[src/rtl/mod6_ring_counter.sv]
// mod6_ring_counter: six-stage one-hot ring counter (divide-by-6 phase sequencer).
// Optional macro MOD6_SELF_CORRECT_EN: reload the seed on a rotate edge when the ring is multi-hot.
module mod6_ring_counter #(
    parameter int PRESET_POS = 0
) (
    input  logic clk,
    input  logic clr,
    input  logic pre,
    output logic Qa,
    output logic Qb,
    output logic Qc,
    output logic Qd,
    output logic Qe,
    output logic Qf
);
    logic [5:0] ring_q, ring_d, seed;
    logic       fix;
    assign seed = 6'(1) << PRESET_POS;
`ifdef MOD6_SELF_CORRECT_EN
    assign fix = (ring_q & (ring_q - 6'd1)) != 6'd0;
`else
    assign fix = 1'b0;
`endif
    // next ring value: preset or self-correction loads the seed, otherwise rotate left with wrap
    always_comb ring_d = (pre || fix) ? seed : {ring_q[4:0], ring_q[5]};
    // clear has top priority and is sampled synchronously
    always_ff @(posedge clk)
        if (clr) ring_q <= '0;
        else     ring_q <= ring_d;
    assign {Qf, Qe, Qd, Qc, Qb, Qa} = ring_q;
endmodule

[config.mk]
export PLATFORM = sky130hd
export DESIGN_NAME = mod6_ring_counter
export DESIGN_NICKNAME = d
export VERILOG_FILES = /design/src/rtl/mod6_ring_counter.sv
export SDC_FILE = /design/constraint.sdc
export NUM_CORES = 1
export LEC_CHECK = 0
export ABC_AREA = 0
export ABC_CLOCK_PERIOD_IN_PS = 800
export CORE_AREA = 2 2 39 41
export DETAILED_ROUTE_END_ITERATION = 10
export DIE_AREA = 0 0 41 43
export HOLD_SLACK_MARGIN = 0.08
export PLACE_DENSITY_LB_ADDON = 0.2
export SLEW_MARGIN = 10
export SYNTH_ARGS = -nofsm -noshare
export SYNTH_HDL_FRONTEND = slang
export SYNTH_SLANG_ARGS = --single-unit
[constraint.sdc]
create_clock -name clk -period 0.8 [get_ports clk]
set_input_delay 0.2 -clock clk [delete_from_list [all_inputs] [get_ports clk]]
set_output_delay 0.2 -clock clk [all_outputs]
set_load 0.1 [all_outputs]
Word level (Yosys, flattened, before mapping)
Cells that the tools add are included.

Input port bits: 3. Bits in registers: 6. RAM bits: 0. Output and inout port bits: 6. Bits in latches: 0. Memories: 0. Word-level logic and storage cells: 4. ROM bits: 0.

Divide/modulo/power cells: 0. Reductions and logical operators: 1. Mux-type cells: 1. $mul: 0. Add/subtract/negate cells: 0. Shift-type cells: 0. Order comparisons: 0. Bitwise operators: 0. Equality and inequality tests: 0.

Operators with widths (count): $reduce_or A2 Y1 (1); $mux W1 (1).

Logic depth before layout (Yosys ltp)
Depth after elaboration: 1. Gate-level depth with buffers: 1.

Worst setup path after synthesis
Ideal clock, no wire load.

Path kind: flip-flop to flip-flop. Start point: register ring_q[0]. End point: register ring_q[1]. Setup slack: -436 ps. Clock period less this slack: 1236 ps. Path buffers: 0. Data required time: 720 ps. Library setup time: 80 ps. Stages on the path, launching flop included: 2. Arrival time: 1156 ps. Cells stage by stage: dfxtp_1 > nor3b_1.

RTL lines: from (decl) (RTL line 16) `logic [5:0] ring_q, ring_d, seed;`; from (signal assigned) (RTL line 29) `else ring_q <= ring_d;`.

No word-level cell between the ends.

Worst setup path after layout
Start point: register ring_q[5]. End point: output port Qf.

RTL lines: to (decl) (RTL line 14) `output logic Qf`.

No word-level cell between the ends.

==> metrics.md <==
| Metric | Value |
|---|---|
| Status | `finished with violations` |
| Failing checks | `negative setup slack` |
| CP max-delay cell | `dfxtp_4` |
| H-tree level count | `1` |
| Grt ovf | `0` |
| Number of port buffers | `8` |
| Worst Setup End Kind | `output port` |
| Tmin final | `between 900 and 1000 ps` |
| Drt wl/cell | `around 8.4 µm` |
| Worst-path clk slew | `~40 ps` |
| Post-route ant nets | `0` |
| Register share of total power | `0.460` |
| RSZ-0062 raised after global routing | `true` |
| Leakage | `~0.14 nW` |
| Core area | `1380 µm²` |
| Fill cells | `between 150 and 200` |
| Die W | `41 µm` |
| Syn nets | `15` |
| Ys async rst share | `0` |
| Period utilisation layout | `1.20` |
| Clock Path Buffers | `2` |
| XOR/XNOR share of the synthesized area | `0` |
| Worst-Skew Late Latency | `240 ps` |
| CP Cell Sequence | `buf_12` |
| Via count | `137` |
| Pin count of the biggest net entering global routing | `7` |
| Peak supply drop | `approximately 630 µV` |
| DRT iter0 DRCs | `6` |
| Final net count | `28` |
| Initial antenna violation count | `0` |
| CP startpoint kind | `flip-flop` |
| First-pass GRT wire length | `552 µm` |
| Ant. Diodes | `0` |
| Clk pwr share | `0.426` |
| Post-synth top flop | `dfxtp_1` |
| Routability cong. | `0.577` |
| Max transition margin | `0.868` |
| Die Y | `~43 µm` |
| WL final | `327 µm` |
| CP bufs+invs | `1` |
| Top Ports | `9` |
| Net Switching | `0.152 mW` |
| Commonest cells post-synth | `6 x dfxtp_1, 5 x nor3b_1, 1 x o21ba_2` |
| Slew Limit Fails | `0` |
| Compound-gate portion of the synthesized area | `0.0597` |
| Starting density of the core | `0.121` |
| Worst hold path type | `in2reg` |
| Final std cells w/o fill | `39` |
| CTS buffer count | `3` |
| Crit-path max FO | `2` |
| CP required | `600 ps` |
| Synth Cell Area | `168 µm²` |
| Max-cap violations | `0` |
| Avg Inst Size Synth | `14.0 µm²` |
| Max reg flops | `6` |
| Die area | `~1800 µm²` |
| Area leader, netlist | `dfxtp_1` |
| Total Routing Usage GR | `0.0553` |
| Post-synth EDFFs | `0` |
| Synth Area in Simple Gates | `0.224` |
| Top Registers | `ring_q x6` |
| TritonCTS Sinks | `6` |
| Via-per-instance ratio | `3.51` |
| Top delay family on crit path | `flip-flops` |
| First-pass DRT Iterations | `2` |
| Fin. Hold Viols | `0` |
| Setup WS post-layout | `-160 ps` |
| DRC | `0` |
| Pwr per Cell Area | `1720 nW/µm²` |
| Fin Clk Skew | `about 1.9 ps` |
| Combinational family with the most area after synthesis | `simple AND/OR/NAND/NOR gates` |
| Hold-fix buffers, CTS | `0` |
| Most common cell in the synthesized netlist | `dfxtp_1` |
| Slowest cell delay on critical path | `350 ps` |
| Layout cell share with drive strength beyond 1 | `0.696` |
| Vias in the first global route | `143` |
| Number of core rows | `14` |
| Worst Tran Pin Value | `just under 200 ps` |
| Post-synthesis adder-cell area fraction | `0` |
| Internal reg-to-reg setup slack | `around 160 ps` |
| Largest cells by area after synthesis | `dfxtp_1 72%, nor3b_1 22%, o21ba_2 6.0%` |
| Switching part of the total | `0.239` |
| Synthesized flop and latch total | `6` |
| Top reg by flops | `ring_q` |
| Post-Syn Instances | `12` |
| Sequential share of the synthesized area | `0.716` |
| Yosys cell types | `3` |
| Root Buffer | `clkbuf_4` |
| Crit Path Class | `reg2out` |
| Yosys top cell area share | `0.716` |
| Worst EP arrival | `~760 ps` |
| Setup TNS | `-945 ps` |
| Final setup violation count | `6` |
| Max frequency | `around 1000 MHz` |
| Cells after DPL | `36` |
| Area grow syn2layout | `121%` |
| TritonCTS clock tree | `yes` |
| Cell-internal power | `0.485 mW` |
| Post-synthesis mux area share | `0` |
| Yosys warns | `0` |
| Combinational power share | `0.114` |
logic make-up (layout without fill, tap and decap cells):
logic type | Yosys count | in the layout
AOI/OAI and AO/OA | 1 | 1
and+or+nand+nor | 5 | 5
buffers and inverters | 0 | 11
DFF | 6 | 6
cell type report:
| type | instances | area [µm²] | share of cell area |
|---|---|---|---|
| flip-flops and latches | 6 | 143 | 0.385 |
| repair buffers | 8 | 138 | 0.372 |
| multi-input cells | 6 | 47.5 | 0.128 |
| clock buffers | 3 | 22.5 | 0.0608 |
| well taps | 16 | 20.0 | 0.0541 |
stage by stage:
step	total power [mW]	hold slack (ps)	worst slack (ps)	utilization	area, µm²
final	0.638	366	-160	0.268	370
after global routing	0.674	382	-191	0.268	370
after CTS	0.651	364	-171	0.268	370
after detailed placement	0.375	491	-277	0.253	350
after global placement	0.376	487	-302	0.253	350
after floorplan	0.336	265	13.8	-	190
timing repair:
action                                  in CTS  in global routing
gates resized for setup                      2                  0
setup buffers                                0                  0
endpoints found under the setup margin       7                  6
power groups by stage:
| stage | sequential (mW) | combinational, mW | clock [mW] |
|---|---|---|---|
| 2_1_floorplan | 0.330 | 0.00559 | 0 |
| 3_3_place_gp | 0.298 | 0.0783 | 0 |
| 3_5_place_dp | 0.298 | 0.0770 | 0 |
| 4_1_cts | 0.293 | 0.0734 | 0.285 |
| 5_1_grt | 0.293 | 0.0759 | 0.305 |
| 6_report | 0.293 | 0.0728 | 0.272 |
layout by cell type, fill, tap and decap left out, drive strengths merged:
master | Yosys | routed
buf | 0 | 6
clkbuf | 0 | 3
dfxtp | 6 | 6
dlygate4sd2 | 0 | 2
nor3b | 5 | 5
o21ba | 1 | 1
routing by layer:
metal | routed length [µm] | vias to the layer above | global-route usage
li1 | - | 66 | -
met1 | 135 | 58 | 0.0613
met2 | 120 | 10 | 0.0438
met3 | 56 | 3 | 0.0524
met4 | 14 | 0 | 0.0800
met5 | 0 | - | 0
final timing paths:
check,startpoint,endpoint,cells after the start
worst min register to register,ring_q[5],ring_q[0],1
worst max register to register,ring_q[5],ring_q[0],1
worst max-delay path,ring_q[5],Qf,1
worst min-delay path,clr,ring_q[3],2
No activity file was read; power rests on OpenSTA's default activity.
